File: src/rtl/alu_op_sequencer.sv
// Multi-cycle controller in front of a combinational 16-bit ALU: accepts one op,
// iterates 1-bit shifts for arbitrary shift amounts, and returns result + flags.
module alu_op_sequencer #(
  parameter int MAX_SHIFT  = 16,
  parameter int SHAMT_BITS = 5
) (
  input  logic        clk,
  input  logic        reset_n,
  input  logic        req_valid,
  output logic        req_ready,
  input  logic [5:0]  req_op,
  input  logic [15:0] req_a,
  input  logic [15:0] req_b,
  output logic [5:0]  alu_instruction,
  output logic [15:0] alu_a,
  output logic [15:0] alu_b,
  input  logic [15:0] alu_result,
  output logic        rsp_valid,
  input  logic        rsp_ready,
  output logic [15:0] rsp_data,
  output logic        rsp_zero,
  output logic        rsp_neg,
  output logic        rsp_write,
  output logic        rsp_illegal
);

  localparam int CNT_W = $clog2(MAX_SHIFT + 1);

  localparam logic [5:0] OP_MOVE   = 6'd3;
  localparam logic [5:0] OP_SHIFTR = 6'd7;
  localparam logic [5:0] OP_SHIFTL = 6'd8;
  localparam logic [5:0] OP_TEST   = 6'd11;

  typedef enum logic [1:0] {IDLE, EXEC, SHIFT, DONE} state_t;

  state_t state, next_state;

  logic [5:0]            op_q;
  logic [15:0]           acc;
  logic [15:0]           b_q;
  logic [CNT_W-1:0]      cnt;
  logic [SHAMT_BITS-1:0] shamt;
  logic [CNT_W-1:0]      shamt_sat;
  logic                  req_legal;
  logic                  req_shift;
  logic                  accept;
  logic                  load_en;
  logic [15:0]           load_val;

  assign shamt     = req_b[SHAMT_BITS-1:0];
  assign req_legal = (req_op >= 6'd3) && (req_op <= 6'd11);
  assign req_shift = (req_op == OP_SHIFTR) || (req_op == OP_SHIFTL);
  assign accept    = (state == IDLE) && req_valid;

  always_comb begin
    if (32'(shamt) > MAX_SHIFT) shamt_sat = CNT_W'(MAX_SHIFT);
    else                        shamt_sat = CNT_W'(shamt);
  end

  always_ff @(posedge clk or negedge reset_n) begin
    if (!reset_n) state <= IDLE;
    else          state <= next_state;
  end

  // The ALU sees MOVE whenever no operation is being evaluated on it.
  always_comb begin
    next_state      = state;
    req_ready       = 1'b0;
    rsp_valid       = 1'b0;
    alu_instruction = OP_MOVE;
    alu_a           = acc;
    alu_b           = b_q;
    load_en         = 1'b0;
    load_val        = 16'h0000;
    case (state)
      IDLE: begin
        req_ready = 1'b1;
        if (req_valid) begin
          if (!req_legal) begin
            next_state = DONE;
            load_en    = 1'b1;
          end else if (req_shift) begin
            if (shamt_sat == '0) begin
              next_state = DONE;
              load_en    = 1'b1;
              load_val   = req_a;
            end else begin
              next_state = SHIFT;
            end
          end else begin
            next_state = EXEC;
          end
        end
      end
      EXEC: begin
        alu_instruction = op_q;
        next_state      = DONE;
        load_en         = 1'b1;
        load_val        = alu_result;
      end
      SHIFT: begin
        alu_instruction = op_q;
        if (cnt == CNT_W'(1)) begin
          next_state = DONE;
          load_en    = 1'b1;
          load_val   = alu_result;
        end
      end
      DONE: begin
        rsp_valid = 1'b1;
        if (rsp_ready) next_state = IDLE;
      end
      default: next_state = IDLE;
    endcase
  end

  // Flags are registered alongside the result so they hold their reset value of 0.
  always_ff @(posedge clk or negedge reset_n) begin
    if (!reset_n) begin
      op_q        <= OP_MOVE;
      acc         <= 16'h0000;
      b_q         <= 16'h0000;
      cnt         <= '0;
      rsp_data    <= 16'h0000;
      rsp_zero    <= 1'b0;
      rsp_neg     <= 1'b0;
      rsp_write   <= 1'b0;
      rsp_illegal <= 1'b0;
    end else begin
      if (accept) begin
        op_q        <= req_op;
        acc         <= req_a;
        b_q         <= req_b;
        cnt         <= shamt_sat;
        rsp_illegal <= !req_legal;
        rsp_write   <= req_legal && (req_op != OP_TEST);
      end
      if (state == SHIFT) begin
        acc <= alu_result;
        cnt <= cnt - CNT_W'(1);
      end
      if (load_en) begin
        rsp_data <= load_val;
        rsp_zero <= (load_val == 16'h0000);
        rsp_neg  <= load_val[15];
      end
    end
  end

endmodule

File: config.mk
export PLATFORM = sky130hd
export DESIGN_NAME = alu_op_sequencer
export DESIGN_NICKNAME = d
export VERILOG_FILES = /design/src/rtl/alu_op_sequencer.sv
export SDC_FILE = /design/constraint.sdc
export NUM_CORES = 1
export LEC_CHECK = 0
export CORE_ASPECT_RATIO = 1.1
export CORE_MARGIN = 3
export CORE_UTILIZATION = 30
export DETAILED_ROUTE_END_ITERATION = 6
export GPL_ROUTABILITY_DRIVEN = 1
export GPL_TIMING_DRIVEN = 1
export PLACE_DENSITY = 0.65
export RECOVER_POWER = 50
export REMOVE_ABC_BUFFERS = 1
export SETUP_SLACK_MARGIN = 0.15
export SKIP_LAST_GASP = 1
export SYNTH_ARGS = -nofsm -noshare
export SYNTH_HDL_FRONTEND = slang
export SYNTH_SLANG_ARGS = --single-unit
File: constraint.sdc
create_clock -name clk -period 2.55 [get_ports clk]
set_input_delay 0.51 -clock clk [delete_from_list [all_inputs] [get_ports clk]]
set_output_delay 0.51 -clock clk [all_outputs]
set_load 0.02 [all_outputs]
==> results.json <==
{
  "outcome": "finished, violations left",
  "violations": "max-capacitance violations, max-slew violations",
  "vias_per_cell": 4.86,
  "synth_ff_type": "dfrtp_1",
  "cts_max_path_buffers": 2,
  "synth_top_family_by_area": "multiplexers",
  "syn_inst": 267,
  "power_mw": 6.28,
  "timing.hold.ws_ps": 491,
  "final_nets": 456,
  "clk_pin_slew_worst_paths_ps": 50,
  "cap_violations": 1,
  "dp_cells": 521,
  "cts_hold_buf": 0,
  "critical_path_buf_inv_count": 1,
  "stdcell_count": 538,
  "fin_crit_sh_pct": 89.9,
  "port_buffers": 117,
  "end_kind": "register",
  "critPathTopFamily": "compound AO/OA/AOI/OAI gates",
  "ir_worst_vdd_v": 0.000533,
  "synth_mux_area_share_pct": 19.4,
  "worst_path_max_delay_cell": "clkdlybuf4s50_1",
  "first_global_vias": 2732,
  "drt-total-wl_mm": 8.71,
  "rows": 39,
  "io-pin-count": 118,
  "grtUsageTotal_pct": 14.6,
  "grt_pass1_wl_mm": 14.1,
  "placed_cell_area_um2": 4570,
  "setup_viol": 0,
  "detail_route.wl_per_cell_um": 16.2,
  "numCtsBuffers": 9,
  "initial_utilization_pct": 30.8,
  "synth_fa_ha_area_share_pct": 3.12,
  "crit_path_cell_trace": "clkdlybuf4s50_1 -> a211oi_1 -> a2111oi_2 -> o211ai_2 -> nand2_2 -> mux2_4",
  "area_delta_synth_final_pct": 51.0,
  "synthTopCellsByArea": "dfrtp_1 (48%), mux2_2 (7.7%), mux2i_1 (5.0%), mux2_4 (4.2%), a22o_1 (4.1%)",
  "die_area_um2": 12000,
  "fp.dieW_um": 105,
  "max_freq_ghz": 0.436,
  "synthArstFlopShare_pct": 100,
  "synth_area_um2": 3210,
  "synthXorXnorAreaFrac_pct": 0.818,
  "cp-start-kind": "input pin",
  "path_max_fanout": 8,
  "antenna_found_initial": 0,
  "path_class": "in2reg",
  "hp-start": "rsp_data[6]",
  "power.density_nw_per_um2": 1290,
  "place_hpwl_mm": 6.33,
  "cts_setup_buffers": 0,
  "yosys.area.top_type": "dfrtp_1",
  "drt_iter0_markers": 69,
  "insertedDiodeCount": 0,
  "synth_cell_types": 41,
  "synth_compound_area_share_pct": 13.3,
  "fin_crit_ps": 2290,
  "drcViolationCount": 0,
  "synthSimpleGateAreaFrac_pct": 10.4,
  "required_ps": 2750,
  "cts_root_buf": "clkbuf_16",
  "grt_max_degree": 47,
  "drive_gt1_share_pct": 16.2,
  "cts_tree": "done",
  "maxSlewViolCount": 28,
  "maxSlewHeadroom_pct": -5.23,
  "cts_num_sinks": 64,
  "fin_area_um2": 4850,
  "hold_violations": 0,
  "final.setup_skew_ps": 6.30,
  "critical_path.startpoint": "req_op[2]",
  "synth_most_common_cell": "dfrtp_1",
  "syn_avg_cell_area_um2": 12.0,
  "grt_overflow_total": 0,
  "p_leak_nw": 2.12,
  "clock_latency_ps": 320,
  "fill_cells": 1008,
  "arrival_ps": 2500,
  "coreArea_um2": 10400,
  "timing.rr.start": "state[0]",
  "cts_max_level": 3,
  "rrSetupSlack_ps": 320,
  "holdCritPathClass": "reg2reg",
  "ys_seq_elements": 64,
  "synth-edff-count": 0,
  "dr_total_vias": 2612,
  "synth_common_cells": "dfrtp_1 (62), nand2_1 (24), mux2_2 (22)",
  "max_stage_delay_ps": 640,
  "rsz0062_at_grt": "yes",
  "dr.pass1.iters": 4,
  "synth_seq_area_share_pct": 49.9,
  "yosysWarnings": 0,
  "multi_input_area_um2": 1520,
  "worst_pin_slew_ps": 1580,
  "dieHeight_um": 115,
  "yosysTopAreaCellShare_pct": 48.3,
  "ant_nets": 0,
  "regArea_um2": 1600,
  "gp_congestion": 0.778
}
==> metal layers <==
metal  part of all wire (%)  routed length [um]  up-vias  track usage [%]
li1                       -                   -     1232                -
met1                     45                3940     1271             18.1
met2                     45                3880      100             24.1
met3                    9.1                 790        9             5.30
met4                    1.1                  98        0             4.29
met5                      0                   0        -                0
==> worst reg2reg max path, delay by kind of cell (launching register included) <==
kind	cells	cell delay (ps)
buffers and inverters	2	740
muxes	1	410
DFF	1	400
and+or+nand+nor	1	310
adders and majority gates	1	240
==> power by group <==
part | switching [mW] | internal, mW
combinational | 1.65 | 1.61
sequential | 0.293 | 1.53
clock | 0.445 | 0.751
==> cell usage in the layout, fill, tap and decap left out, drive strengths merged, types with 3 or more instances in the layout <==
master,count
clkinv,3
ha,8
a211oi,5
nor3,3
nor4,8
clkdlybuf4s50,103
dfrtp,62
mux2i,16
nor2,5
a21oi,8
dlygate4sd3,7
and2,4
a22o,15
xnor2,3
o21ai,22
clkbuf,13
nand2,26
mux2,38
nor3b,5
buf,6
inv,7
dlygate4sd2,6
==> flip-flops by register name (all words and copies together), names as in the netlist <==
| name | cells |
|---|---|
| rsp_zero | 1 |
| alu_b | 16 |
| rsp_data | 16 |
| state | 2 |
| rsp_write | 1 |
| cnt | 5 |
| op_q | 6 |
| alu_a | 16 |
| rsp_illegal | 1 |
==> per-stage QoR <==
step                      setup TNS (ps)  utilization, %  setup slack, ps
after detailed placement            -896            43.8            -78.0
after CTS                              0            46.5              251
after global placement                 0            43.8             13.5
final                                  0            46.5              257
after floorplan                    -9040               -             -559
after global routing                   0            46.5              132
==> repair_timing <==
item | in CTS | in global routing
setup endpoints to repair | 6 | 5
gates cloned | 0 | 1
pin swaps | 0 | 1
resized for setup | 7 | 0
==> layout make-up <==
cell class              count  share of cell area (%)
multi-input cells         183                    31.3
clock buffers              10                    4.72
repair buffers            125                    25.5
clock inverters             6                    1.24
inverters                   7                   0.542
well taps                 143                    3.69
flip-flops and latches     64                    33.1
==> kinds of logic (layout without fill, tap and decap cells) <==
| logic type | count (synthesis) | in the layout |
|---|---|---|
| xor gates and xnor gates | 3 | 3 |
| DFF | 64 | 64 |
| AOI/OAI and AO/OA | 61 | 61 |
| adders and majority gates | 8 | 8 |
| and+or+nand+nor | 56 | 57 |
| buffers and inverters | 21 | 148 |
| muxes | 54 | 54 |
==> path summary, 6_finish.rpt <==
kind | end | cells past startpoint
max | rsp_data[13] | 6
min | rsp_data[6] | 1
max reg2reg | alu_b[7] | 5
min reg2reg | rsp_data[6] | 1
max in group asynchronous | op_q[0] | 2
min in group asynchronous | alu_a[8] | 1
No activity file was read; power rests on OpenSTA's default activity.
